**src/rtl/alu_sequencer.sv**
```systemverilog
// Four-register ALU sequencer: IDLE -> DECODE -> EXECUTE -> WRITEBACK, one instruction per 4 cycles.
// Define ALU_SEQ_FLAGS_EN to add the flag_z/flag_n result-flag outputs.
module alu_sequencer #(
  parameter int unsigned DATA_W = 8
) (
  input  logic              clk,
  input  logic              reset,
  input  logic [15:0]       instr,
  input  logic              instr_valid,
  output logic              instr_ready,
  output logic [DATA_W-1:0] alu_a,
  output logic [DATA_W-1:0] alu_b,
  output logic [1:0]        alu_control,
  input  logic [DATA_W-1:0] alu_result,
  output logic              wb_valid,
  output logic [1:0]        wb_addr,
  output logic [DATA_W-1:0] wb_data,
`ifdef ALU_SEQ_FLAGS_EN
  output logic              flag_z,
  output logic              flag_n,
`endif
  input  logic [1:0]        dbg_addr,
  output logic [DATA_W-1:0] dbg_data
);

  typedef enum logic [1:0] {StIdle, StDecode, StExecute, StWriteback} state_e;

  state_e            state_q, state_d;
  logic [15:0]       ir_q;
  logic [DATA_W-1:0] regs_q [4];
  logic [DATA_W-1:0] op_a_q, op_b_q, result_q;
  logic [1:0]        ctrl_q;

  logic [1:0]        ir_op, ir_rd, ir_rs, ir_rt;
  logic              ir_imm_sel;
  logic [DATA_W-1:0] ir_imm;
  logic              unused_ir_reserved;

  assign ir_op      = ir_q[15:14];
  assign ir_rd      = ir_q[13:12];
  assign ir_rs      = ir_q[11:10];
  assign ir_imm_sel = ir_q[9];
  assign ir_rt      = ir_q[1:0];
  assign ir_imm     = DATA_W'(ir_q[7:0]);
  assign unused_ir_reserved = ir_q[8];

  always_ff @(posedge clk) begin
    if (reset) begin
      state_q <= StIdle;
    end else begin
      state_q <= state_d;
    end
  end

  always_comb begin
    state_d = state_q;
    unique case (state_q)
      StIdle:      if (instr_valid) state_d = StDecode;
      StDecode:    state_d = StExecute;
      StExecute:   state_d = StWriteback;
      StWriteback: state_d = StIdle;
      default:     state_d = StIdle;
    endcase
  end

  always_ff @(posedge clk) begin
    if (reset) begin
      ir_q     <= '0;
      op_a_q   <= '0;
      op_b_q   <= '0;
      ctrl_q   <= '0;
      result_q <= '0;
      for (int i = 0; i < 4; i++) regs_q[i] <= '0;
    end else begin
      unique case (state_q)
        StIdle: if (instr_valid) ir_q <= instr;
        StDecode: begin
          // Operands are read here, so WRITEBACK of this instruction never affects them
          op_a_q <= regs_q[ir_rs];
          op_b_q <= ir_imm_sel ? ir_imm : regs_q[ir_rt];
          ctrl_q <= ir_op;
        end
        StExecute:   result_q <= alu_result;
        StWriteback: regs_q[ir_rd] <= result_q;
        default: ;
      endcase
    end
  end

`ifdef ALU_SEQ_FLAGS_EN
  logic flag_z_q, flag_n_q;

  always_ff @(posedge clk) begin
    if (reset) begin
      flag_z_q <= 1'b0;
      flag_n_q <= 1'b0;
    end else if (state_q == StWriteback) begin
      flag_z_q <= (result_q == '0);
      flag_n_q <= result_q[DATA_W-1];
    end
  end

  assign flag_z = flag_z_q;
  assign flag_n = flag_n_q;
`endif

  // Operand latches only change in DECODE, so the ALU inputs hold their last values elsewhere
  assign alu_a       = op_a_q;
  assign alu_b       = op_b_q;
  assign alu_control = ctrl_q;

  assign instr_ready = (state_q == StIdle);
  assign wb_valid    = (state_q == StWriteback);
  assign wb_addr     = ir_rd;
  assign wb_data     = result_q;
  assign dbg_data    = regs_q[dbg_addr];

endmodule
```
**config.mk**
```make
export PLATFORM = sky130hd
export DESIGN_NAME = alu_sequencer
export DESIGN_NICKNAME = d
export VERILOG_FILES = /design/src/rtl/alu_sequencer.sv
export SDC_FILE = /design/constraint.sdc
export NUM_CORES = 1
export LEC_CHECK = 0
export CAP_MARGIN = 40
export CORE_ASPECT_RATIO = 0.8
export CORE_MARGIN = 10
export CORE_UTILIZATION = 55
export CTS_BUF_LIST = sky130_fd_sc_hd__clkbuf_8
export DETAILED_ROUTE_END_ITERATION = 8
export DONT_BUFFER_PORTS = 1
export PLACE_DENSITY = 0.79
export SYNTH_ARGS = -nofsm -noshare
export SYNTH_HDL_FRONTEND = slang
export SYNTH_SLANG_ARGS = --single-unit
```
**constraint.sdc**
```tcl
create_clock -name clk -period 4.7 [get_ports clk]
set_input_delay 1.41 -clock clk [delete_from_list [all_inputs] [get_ports clk]]
set_output_delay 1.41 -clock clk [all_outputs]
set_load 0.05 [all_outputs]
```
==> results.md <==
* Crit path capture type: output port
* Routed len/inst at 19.8 um
* Worst Hold Launch: ir_q[14]
* Hold buffer count at cts at 0
* Diode count at 0
* Post-DP HPWL at 5.67 mm
* Post-synth ARST share at 0
* Synth warn at 0
* Clock Sinks at 77
* Arr. time, crit path at 2070 ps
* CTS tree: built
* Fin Setup TNS at 0 ps
* F_max at 0.288 GHz
* Root Driver: clkbuf_8
* Synth area leader: edfxtp_1
* Crit path cell chain: mux4_2
* Worst slew pin tran at 739 ps
* Core Region at 0.00631 mm2
* Port bufs at 0
* Die X at 110 um
* CP bufs+invs at 0
* Period utilization at 0.739
* Core Rows at 26
* Largest stage delay on the critical path at 650 ps
* Final Max Slew Viols at 0
* Met2 usage at 0.237
* Total Routed Length at 7.38 mm
* Relative slew slack at 0.504
* Crit Reg-Reg Startpoint: state_q[0]
* GRT Total Usage at 0.153
* Share of the core filled with cells at 0.602
* Mapped Area at 0.00354 mm2
* Worst EP required at 3290 ps
* Post-Synthesis Cells at 294
* Share of cells above drive strength 1 at 0.190
* Worst-case clock skew at 6.34 ps
* Maxcap violations at 0
* Post-synth EDFFs at 32
* Area Growth Syn to Fin at 7.46%
* Ys flop type: dfxtp_1
* Clock buffer depth at 2
* Delay-heaviest family, CP: multiplexers
* Mapped Nets at 328
* Grt total ovfl at 0
* M1 GR Usage at 0.194
* Drt pass-1 iters at 4
* Clock Latency Late Sink at 350 ps
* DR vias at 2,171
* Tmin final at 3480 ps
* Synth area leaders: edfxtp_1 (27%), dfxtp_1 (25%), mux4_2 (10%)
* H-tree depth at 3
* Die Ht at 91.7 um
* Final #Nets at 318
* #FFs+latches synth at 77
* R2R setup slack at 2220 ps
* Worst hold stages at 2
* GRT met3 Usage at 0.0531
* Maximum fanout along the worst path at 8
* Unique masters post-synth at 27
* RSZ-0062 raised after global routing: no
* Crit path kind: in -> out
* GP Congestion at 0.812
* HP Class: reg -> reg
* DR iter-0 viols at 99
* Share of the synthesized area in the top cell type at 0.272
* Worst Hold End: ir_q[14]
* Final Hold Fails at 0
* Die area at 0.0101 mm2
* Post-CTS Setup Bufs at 0
* DR DRC count at 0
* Seq/Total Area, Yosys at 0.526
* End of the worst register-to-register path: regs_q[0][2]
* Worst VDD drop at 0.000251 V
* Status: complete, no violations
* Initial core utilization at 0.560
* First-pass GRT wire length at 11.9 mm
* Reg2Reg Depth at 4
* Vias in the first global route at 2,193
* Crit start category: input port
* Pwr Density at 573 mW/mm2
* LEAKAGE at 1.36 nW
* Io pins at 67
* Vias per cell at 5.82
* Largest net degree at the start of global routing at 50
* Final setup viols at 0
* GRT Max-Usage Layer: met2
* CTS resizes at 0
* Worst path slowest cell: mux4_2
* Final Total Pwr at 0.00218 W
* Routed Antenna Nets at 0
* Num CTS Buffers at 9
* Antenna violations before repair at 0
* Clock Pin Slew Worst Setup and Hold Paths at 80 ps
* Avg Inst Size Synth at 12.0 um2
[where the power goes]
group	switching (W)	leakage (nW)	total, W	internal, W
sequential	0.000294	0.699	0.00109	0.000794
combinational	0.000248	0.532	0.000436	0.000188
clock	0.000245	0.134	0.000655	0.000410
[stage by stage]
step | cells | cell area, um2 | worst slack, ps | hold slack, ps
after CTS | 373 | 3800 | 1220 | 451
after global placement | 356 | 3520 | 1220 | 434
after global routing | 373 | 3800 | 1220 | 473
final | 373 | 3800 | 1220 | 452
after floorplan | 294 | 3540 | 963 | 436
after detailed placement | 357 | 3530 | 1220 | 440
[worst max path at each step]
stage	start	end	slack, ps	depth (start not counted)
after floorplan	dbg_addr[0]	dbg_data[0]	960	2
after global placement	dbg_addr[0]	dbg_data[2]	1220	1
after detailed placement	dbg_addr[0]	dbg_data[1]	1220	1
after CTS	dbg_addr[0]	dbg_data[1]	1220	1
after global routing	dbg_addr[0]	dbg_data[1]	1220	1
final	dbg_addr[0]	dbg_data[1]	1220	1
[worst min-delay path, stage by stage (launching register included)]
cell and delay [ps]:
dfxtp_1 310, nand2_1 50, a21oi_1 50
[sequential cells by signal, indices dropped and copies added, names as in the netlist, named ones only]
| name | cells |
|---|---|
| alu_control | 2 |
| alu_b | 8 |
| wb_data | 8 |
| regs_q | 32 |
| state_q | 2 |
| alu_a | 8 |
| ir_q | 15 |
[routing by layer]
| metal | wire [um] | vias up |
|---|---|---|
| met4 | 118 | 0 |
| met1 | 3310 | 1045 |
| met5 | 0 | - |
| met3 | 536 | 13 |
| met2 | 3410 | 73 |
| li1 | - | 1040 |
[Yosys cell counts (all sizes together), types with 5 or more instances]
cell / count
a222oi: 8
a211oi: 9
ha: 5
dfxtp: 45
buf: 11
edfxtp: 32
a21oi: 15
mux4: 16
and2: 33
nand2: 31
mux2i: 17
nor2: 29
clkbuf: 11
mux2: 16
[placed cells by master (no fill, tap or decap)]
master and instances:
a211oi_1 9, a21oi_1 15, a222oi_1 8, a22o_1 2
a31o_2 1, and2_1 33, buf_8 1, bufinv_16 4
clkbuf_8 9, clkinv_4 2, dfxtp_1 45, edfxtp_1 32
ha_1 5, inv_1 2, inv_6 1, mux2_2 14
mux2_4 2, mux2i_1 17, mux4_2 16, nand2_1 31
nand2b_1 2, nor2_1 29, nor2b_1 3, nor3_1 1
nor3b_2 2, or2_2 3
[area by class of cell]
cell class                 count  area [um2]
clock buffer                   9         124
clock inverter                 7         146
fill                         503        2510
inverter                       2        7.51
multi-input combinational    193        1540
sequential                    77        1860
tap                           84         105
timing repair buffer           1        15.0
[cells by family (layout without fill, tap and decap cells)]
kind of cell             count (synthesis)  count (layout)  synth area share
flip-flops                              77              77             0.526
multiplexers                            49              49             0.203
buffers and inverters                   24              19            0.0378
AO/OA/AOI/OAI                           35              35            0.0704
AND/OR/NAND/NOR                        104             104             0.145
adder cells (fa/ha/maj)                  5               5            0.0177
Power figures use the tool's default switching activity.
